`src/rtl/clock_edit_fsm.sv`:
```
// Clock/calendar edit-mode controller: walks the edit field on btn_mode,
// issues field increments on btn_inc, drives blanking and auto-exits on idle.
module clock_edit_fsm #(
  parameter int TIMEOUT_S = 10
) (
  input  logic       clk,
  input  logic       rst_n,
  input  logic       btn_mode,
  input  logic       btn_inc,
  input  logic       event_clk1s,
  input  logic       blink,
  output logic       run_en,
  output logic       blink_en,
  output logic [2:0] field_sel,
  output logic [6:0] blank_mask,
  output logic [6:0] inc_pulse
);

  typedef enum logic [2:0] {
    RUN    = 3'd0,
    E_SEC  = 3'd1,
    E_MIN  = 3'd2,
    E_HOUR = 3'd3,
    E_DAY  = 3'd4,
    E_MON  = 3'd5,
    E_YEAR = 3'd6,
    E_CENT = 3'd7
  } state_e;

  localparam logic [5:0] IdleLast = 6'(TIMEOUT_S - 1);

  state_e     state_q, state_d;
  logic [5:0] idle_q, idle_d;
  logic [6:0] blank_q, blank_d;
  logic [6:0] inc_q, inc_d;
  logic       edit;

  assign edit = (state_q != RUN);

  // State, idle counter and registered pulse/blank outputs
  always_ff @(posedge clk or negedge rst_n) begin
    if (!rst_n) begin
      state_q <= RUN;
      idle_q  <= 6'd0;
      blank_q <= 7'd0;
      inc_q   <= 7'd0;
    end else begin
      state_q <= state_d;
      idle_q  <= idle_d;
      blank_q <= blank_d;
      inc_q   <= inc_d;
    end
  end

  // Next state: mode beats inc, any button beats the idle timeout
  always_comb begin
    state_d = state_q;
    idle_d  = idle_q;
    if (btn_mode) begin
      state_d = state_e'(state_q + 3'd1);
    end else if (!btn_inc && event_clk1s
                 && edit && idle_q == IdleLast) begin
      state_d = RUN;
    end
    if (btn_mode || btn_inc || !edit
        || state_d != state_q) begin
      idle_d = 6'd0;
    end else if (event_clk1s) begin
      idle_d = idle_q + 6'd1;
    end
  end

  // Outputs: levels decoded from the state register, pulses pre-registered
  always_comb begin
    run_en    = !edit;
    blink_en  = edit;
    field_sel = state_q;
    inc_d     = 7'd0;
    blank_d   = 7'd0;
    if (edit && btn_inc && !btn_mode) begin
      inc_d = 7'd1 << (state_q - 3'd1);
    end
    if (state_d != RUN && blink) begin
      blank_d = 7'd1 << (state_d - 3'd1);
    end
  end

  assign blank_mask = blank_q;
  assign inc_pulse  = inc_q;

endmodule
```
`config.mk`:
```
export PLATFORM = sky130hd
export DESIGN_NAME = clock_edit_fsm
export DESIGN_NICKNAME = d
export VERILOG_FILES = /design/src/rtl/clock_edit_fsm.sv
export SDC_FILE = /design/constraint.sdc
export NUM_CORES = 1
export LEC_CHECK = 0
export ABC_CLOCK_PERIOD_IN_PS = 4800
export CAP_MARGIN = 10
export CORE_MARGIN = 4
export CORE_UTILIZATION = 54
export DETAILED_ROUTE_END_ITERATION = 6
export HOLD_SLACK_MARGIN = 0.05
export PLACE_DENSITY_LB_ADDON = 0.08
export SYNTH_ARGS = -nofsm -noshare
export SYNTH_HDL_FRONTEND = slang
export SYNTH_SLANG_ARGS = --single-unit
export TNS_END_PERCENT = 20
```
`constraint.sdc`:
```
create_clock -name clk -period 4.8 [get_ports clk]
set_input_delay 0.96 -clock clk [delete_from_list [all_inputs] [get_ports clk]]
set_output_delay 0.96 -clock clk [all_outputs]
set_load 0.05 [all_outputs]
```
Yosys cells after proc, flatten, opt, wreduce, memory -nomap -nowiden. Cells that the tools add are included.

Bits in registers: 23. Bits of input ports: 6. Output and inout port bits: 19.

Add/subtract/negate cells: 4. Equality and inequality tests: 2. Shift operators: 2. Mux-type cells: 6. Reductions and logical operators: 15.

Operators with widths (number): $mux 7 (2); $shl 1x3->7 const A (2); $mux 6 (2); $add 6x1->6 const B (1); $eq 6x4->1 const B (1); $logic_and 1x1->1 (6); $mux 3 (2); $reduce_bool 3->1 (2); $sub 3x1->3 const B (2); $add 3x1->3 const B (1); $logic_not 1->1 (3); $logic_or 1x1->1 (3); $ne 3x3->1 (1); $reduce_bool 2->1 (1).

Longest topological paths before layout. Gate-level depths: netlist of the first run.

Depth in word-level cells: 9. Depth in mapped cells: 7.

Worst setup path before layout of the first run. Ideal clock, no wire load.

Kind: register to output. Start: register state_q[0], in the netlist field_sel[0]. End: output run_en. Arrival: 1720 ps. Required time: 3840 ps. Setup slack: 2120 ps. Stages on the path, launching flop included: 5. Cells stage by stage: dfrtp_1 > inv_1 > ha_1 > or2b_4 > inv_2.

Cells in the longest elaborated chain, start to end: 2.

RTL lines: from (decl) (line 32) `state_e state_q, state_d;`; from (signal assigned) (line 48) `state_q <= state_d;`; $reduce_bool 3->1 (line 38) `assign edit = (state_q != RUN);`; named net blink_en (line 13) `output logic blink_en,`; $logic_not 1->1 (line 75) `run_en = !edit;`; to (decl) (line 12) `output logic run_en,`.

The timed path passes the listed nets, and every way through them passes these cells.

Worst setup path after layout of the first run.
Start: register state_q[0], in the netlist field_sel[0]. End: output run_en.

Cells in the longest elaborated chain, start to end: 2.

RTL lines (line): $reduce_bool 3->1 (38); $logic_not 1->1 (75).

No other way between the ends.

==> impl_metrics.json, run 1 <==
{
  "power.clock.fraction_pct": 13.5,
  "diodes": 0,
  "synth_top_family_by_area": "compound AO/OA/AOI/OAI gates",
  "synth_simple_gate_area_share_pct": 18.0,
  "setup_violations": 0,
  "synth_fp_nets": 118,
  "yosys.area.top_type": "dfrtp_1",
  "cp-end-kind": "primary output",
  "p_sw_share_pct": 44.3,
  "ios": 25,
  "total_power_mw": 0.629,
  "cts_buffers": 3,
  "worstPathArrival_ns": 2.50,
  "peakVddDrop_mv": 0.293,
  "vias": 925,
  "grt_pass1_wl_um": 3990,
  "status": "complete, no violations",
  "synthMuxAreaShare_pct": 0,
  "async_flop_share_pct": 100,
  "clockBufferDepth": 2,
  "cts_tree": "done",
  "reg2reg_depth": 6,
  "fin_crit_ns": 3.46,
  "finalWeightedCongestion": 0.855,
  "grt_overflow": 0,
  "synth_area_sq_um": 1220,
  "max_slew_margin_pct": 35.6,
  "grt_start_max_net_pins": 24,
  "met3_length_um": 160,
  "path_clk_slew_ns": 0.12,
  "synth_ff_type": "dfrtp_1",
  "wl_met2_um": 1150,
  "syn_inst": 103,
  "synth-edff-count": 0,
  "core_area_sq_um": 2040,
  "ant_nets": 0,
  "die_x_um": 55.5,
  "seqPwrFrac_pct": 38.7,
  "clock_skew_ns": 0.00508,
  "yosysUniqueCellTypes": 37,
  "grt_pass1_vias": 892,
  "drt-initial-drc-count": 23,
  "cp-start-kind": "flip-flop",
  "top_layer": "met4",
  "whs_path_depth": 2,
  "start_util_pct": 59.6,
  "drt-pass1-iter-count": 5,
  "tightest_slew_ns": 0.963,
  "ctsHoldBuffers": 0,
  "cts_resized": 0,
  "hold_violations": 0,
  "drc": 0,
  "htree_levels": 1,
  "cts_root_buf": "clkbuf_4",
  "netlist_top_cells_area": "dfrtp_1, ha_1, a2111oi_0",
  "grt_setup_unrepaired": "false",
  "drive_above_1_share_pct": 8.59,
  "fill_cells": 144,
  "critPathMaxFanout": 12,
  "ys_warn_count": 0,
  "grtUsageTotal_pct": 16.1,
  "synth_top_area_share_pct": 47.3,
  "post_cts_buffers": 0,
  "vias_per_cell": 5.97,
  "nets": 144,
  "drv_slew": 0,
  "period_share_pct": 72.0,
  "cts_sinks": 23,
  "drt_wl_total_um": 2400,
  "num_rows": 16,
  "die_h_um": 55.5,
  "synth-compound-area-share_pct": 18.2,
  "synth-seq-cells": 23,
  "p_int_mw": 0.350,
  "ys_top_cells_by_count": "dfrtp_1, ha_1, and2_1, inv_1",
  "critPathRequiredTime_ns": 3.84,
  "pwr-share-comb_pct": 47.9,
  "synthMostInstantiatedCell": "dfrtp_1",
  "antenna_found_initial": 0,
  "seq_area_frac_synth_pct": 47.3,
  "crit_type": "flip-flop to primary output",
  "switching_power_mw": 0.279,
  "syn_avg_cell_area_sq_um": 11.8,
  "p_leak_nw": 0.637,
  "powerDensity_nw_per_um2": 419,
  "wl_met1_um": 1070,
  "post_drt_wl_per_cell_um": 15.5,
  "syn_to_final_growth_pct": 23.5,
  "die_area_sq_um": 3080,
  "port-buffer-count": 24,
  "fin_tns_setup_ns": 0,
  "fmax_mhz": 289,
  "clock_latency_ns": 0.30,
  "synthAdderAreaFrac_pct": 9.25,
  "hp-class": "flip-flop to flip-flop",
  "synth-xor-area-share_pct": 4.32,
  "maxCapViolations": 0
}
==> path summary, 6_finish.rpt <==
| kind | startpoint | endpoint | slack [ns] |
|---|---|---|---|
| min in group asynchronous | rst_n | inc_pulse[3]$_DFF_PN0_ | 1.18 |
| worst max register to register | field_sel[0]$_DFF_PN0_ | idle_q[1]$_DFFE_PN0P_ | 2.62 |
| worst max-delay path | field_sel[0]$_DFF_PN0_ | run_en | 1.34 |
| max in group asynchronous | rst_n | blank_mask[0]$_DFF_PN0_ | 3.03 |
| worst min-delay path | idle_q[5]$_DFFE_PN0P_ | idle_q[5]$_DFFE_PN0P_ | 0.61 |
| worst min register to register | idle_q[5]$_DFFE_PN0P_ | idle_q[5]$_DFFE_PN0P_ | 0.61 |
==> routing by layer <==
metal	GRT usage (%)	vias to the layer above
met3	4.66	2
met1	20.6	450
met2	26.4	40
met4	4.86	0
li1	-	433
met5	0	-
==> cell families (layout without fill, tap and decap cells) <==
logic type	count (synthesis)	in the layout
AOI/OAI and AO/OA	22	22
DFF	23	23
adders and majority gates	9	9
xor gates and xnor gates	6	6
buffers and inverters	9	34
and+or+nand+nor	34	34
==> flip-flops by register name, summed over array words and instances (netlist names) <==
| name | count |
|---|---|
| inc_pulse | 7 |
| idle_q | 6 |
| field_sel | 3 |
| blank_mask | 7 |
==> final cells by class <==
class                           count  area, sq um  share of cell area, %
Clock buffer                        4         26.3                   1.75
Multi-Input combinational cell     71          606                   40.3
Timing Repair Buffer               24          240                   16.0
Inverter                            6         22.5                   1.50
Tap cell                           27         33.8                   2.25
Sequential cell                    23          576                   38.3
==> layout by cell type (no fill, tap or decap), types with 2 or more instances in the layout <==
master            n
clkdlybuf4s50_1  24
dfrtp_1          23
ha_1              9
inv_1             5
and2_1            5
nand2_1           4
and3_1            4
xor2_1            4
a2111oi_0         4
nor3_1            4
o21ai_0           3
nor2_1            3
a221oi_1          3
clkbuf_4          3
xnor2_1           2
a211o_1           2
nand3_1           2
a311oi_1          2
or3_1             2
nand4_1           2
==> worst max-delay path: stages, from the launching register on <==
cell and delay (ns):
dfrtp_1 0.53, inv_1 0.24, ha_1 0.21, or2b_4 0.30, inv_2 0.11, clkdlybuf4s50_1 0.81
==> power by group through the flow <==
| stage | clock network (mW) | registers (mW) | logic [mW] |
|---|---|---|---|
| 4_1_cts | 0.0889 | 0.243 | 0.302 |
| 2_1_floorplan | 0 | 0.319 | 0.133 |
| 3_3_place_gp | 0 | 0.245 | 0.298 |
| 6_report | 0.0847 | 0.243 | 0.301 |
| 3_5_place_dp | 0 | 0.247 | 0.300 |
| 5_1_grt | 0.0977 | 0.248 | 0.322 |
==> stage by stage <==
| step | setup WS [ns] | utilization, % | instances | hold WS (ns) | area [sq um] |
|---|---|---|---|---|---|
| floorplan | 2.12 | - | 103 | 0.537 | 1220 |
| global placement | 1.77 | 72.4 | 151 | 0.565 | 1480 |
| detailed placement | 1.71 | 72.4 | 151 | 0.590 | 1480 |
| CTS | 1.35 | 73.7 | 155 | 0.610 | 1500 |
| global route | 1.25 | 73.7 | 155 | 0.636 | 1500 |
| finish | 1.34 | 73.7 | 155 | 0.614 | 1500 |
Power figures use the tool's default switching activity.
==> run 2, diff against run 1 <==
--- a/config.mk
+++ b/config.mk
@@ -5,10 +5,10 @@
 export SDC_FILE = /design/constraint.sdc
 export NUM_CORES = 1
 export LEC_CHECK = 0
-export ABC_CLOCK_PERIOD_IN_PS = 4800
+export ABC_CLOCK_PERIOD_IN_PS = 3500
 export CAP_MARGIN = 10
 export CORE_MARGIN = 4
-export CORE_UTILIZATION = 54
+export CORE_UTILIZATION = 50
 export DETAILED_ROUTE_END_ITERATION = 6
 export HOLD_SLACK_MARGIN = 0.05
 export PLACE_DENSITY_LB_ADDON = 0.08
==> constraint.sdc (replaced) <==
create_clock -name clk -period 3.5 [get_ports clk]
set_input_delay 0.7 -clock clk [delete_from_list [all_inputs] [get_ports clk]]
set_output_delay 0.7 -clock clk [all_outputs]
set_load 0.05 [all_outputs]
==> impl_metrics.json, run 2 (synthesized netlist as in run 1, its figures left out) <==
{
  "diodes": 0,
  "finalWeightedCongestion": 0.846,
  "maxCapViolations": 0,
  "drt_wl_total_um": 2590,
  "vias_per_cell": 5.87,
  "ant_nets": 0,
  "cp-end-kind": "primary output",
  "fin_crit_ns": 3.21,
  "critPathRequiredTime_ns": 2.80,
  "path_clk_slew_ns": 0.12,
  "hp-class": "flip-flop to flip-flop",
  "multi_input_area_sq_um": 606,
  "grt_pass1_vias": 934,
  "clockBufferDepth": 2,
  "htree_levels": 1,
  "fin_tns_setup_ns": 0,
  "reg2reg_setup_slack_ns": 1.33,
  "port-buffer-count": 24,
  "grt_start_max_net_pins": 24,
  "grt_setup_unrepaired": "false",
  "clock_skew_ns": 0.00389,
  "die_h_um": 57.3,
  "ios": 25,
  "post_drt_wl_per_cell_um": 16.6,
  "period_share_pct": 91.7,
  "core_area_sq_um": 2250,
  "drive_above_1_share_pct": 8.59,
  "cp-start-kind": "flip-flop",
  "grtUsageTotal_pct": 17.2,
  "cts_resized": 0,
  "cts_root_buf": "clkbuf_4",
  "ctsHoldBuffers": 0,
  "peakVddDrop_mv": 0.392,
  "num_rows": 17,
  "reg2reg_depth": 6,
  "drc": 0,
  "dp_cells": 152,
  "die_x_um": 57.3,
  "p_leak_nw": 0.637,
  "seq_area_sq_um": 576,
  "cts_tree": "done",
  "vias": 915,
  "fmax_mhz": 312,
  "cts_sinks": 23,
  "critPathMaxFanout": 12,
  "final_cell_mix": "clkdlybuf4s50_1, dfrtp_1, ha_1",
  "hold_violations": 0,
  "crit_type": "flip-flop to primary output",
  "clock_latency_ns": 0.32,
  "whs_path_depth": 2,
  "worstHoldStart": "idle_q[5]$_DFFE_PN0P_",
  "total_power_mw": 0.879,
  "grt_overflow": 0,
  "dp.final_hpwl_um": 1910,
  "startpoint": "field_sel[0]$_DFF_PN0_",
  "layout.cells.non_filler": 156,
  "status": "complete, no violations",
  "hold_end": "idle_q[5]$_DFFE_PN0P_",
  "nets": 144,
  "cts_buffers": 3,
  "start_util_pct": 54.0,
  "layout_commonest_cell": "clkdlybuf4s50_1",
  "worstReg2RegStart": "field_sel[0]$_DFF_PN0_",
  "drt-pass1-iter-count": 4,
  "drv_slew": 0,
  "r2r-end": "idle_q[1]$_DFFE_PN0P_",
  "worstPathArrival_ns": 2.51,
  "post_cts_buffers": 0,
  "grt_pass1_wl_um": 4390,
  "max_slew_margin_pct": 31.1,
  "fill_cells": 185,
  "setup_violations": 0,
  "die_area_sq_um": 3290,
  "powerDensity_nw_per_um2": 584,
  "antenna_found_initial": 0,
  "syn_to_final_growth_pct": 23.6,
  "tightest_slew_ns": 1.03,
  "drt-initial-drc-count": 29
}
## run 2: cell counts in the layout (fill, tap and decap cells not counted)
Identical to the previous run, type by type.
## run 2: worst max path at each step
stage / end / slack (ns)
floorplan: idle_q[1]$_DFFE_PN0P_ / 0.94
global placement: run_en / 0.73
detailed placement: run_en / 0.67
CTS: run_en / 0.29
global route: run_en / 0.14
finish: run_en / 0.29
## run 2: critical path, cell delays in order (launching register included)
cell and delay, ns:
dfrtp_1 0.53, inv_1 0.22, ha_1 0.21, or2b_4 0.30, inv_2 0.11, clkdlybuf4s50_1 0.81
## run 2: metal layers
| layer | global-route usage [%] | up-vias | wire length [um] |
|---|---|---|---|
| met1 | 21.8 | 450 | 1140 |
| met3 | 4.07 | 7 | 140 |
| met4 | 8.28 | 0 | 62 |
| met5 | 0 | - | 0 |
| li1 | - | 439 | - |
| met2 | 27.6 | 19 | 1240 |
## run 2: per-stage QoR
stage                     area [sq um]  worst slack, ns  util [%]  hold WS (ns)
after global routing              1510            0.135      66.8         0.644
final                             1510            0.290      66.8         0.598
after global placement            1480            0.734      65.6         0.566
after CTS                         1510            0.294      66.8         0.608
after detailed placement          1480            0.665      65.6         0.587
after floorplan                   1220            0.943         -         0.404
## run 2: cell type report
class | count | area share, %
repair buffers | 24 | 16.0
inverters | 6 | 1.50
well taps | 28 | 2.33
clock buffers | 4 | 1.75
flip-flops and latches | 23 | 38.2
multi-input cells | 71 | 40.2
## run 2: power by group
part	internal, mW	total (mW)	switching, mW
clock	0.0447	0.125	0.0803
sequential	0.296	0.336	0.0397
combinational	0.141	0.418	0.277
total	0.482	0.878	0.397
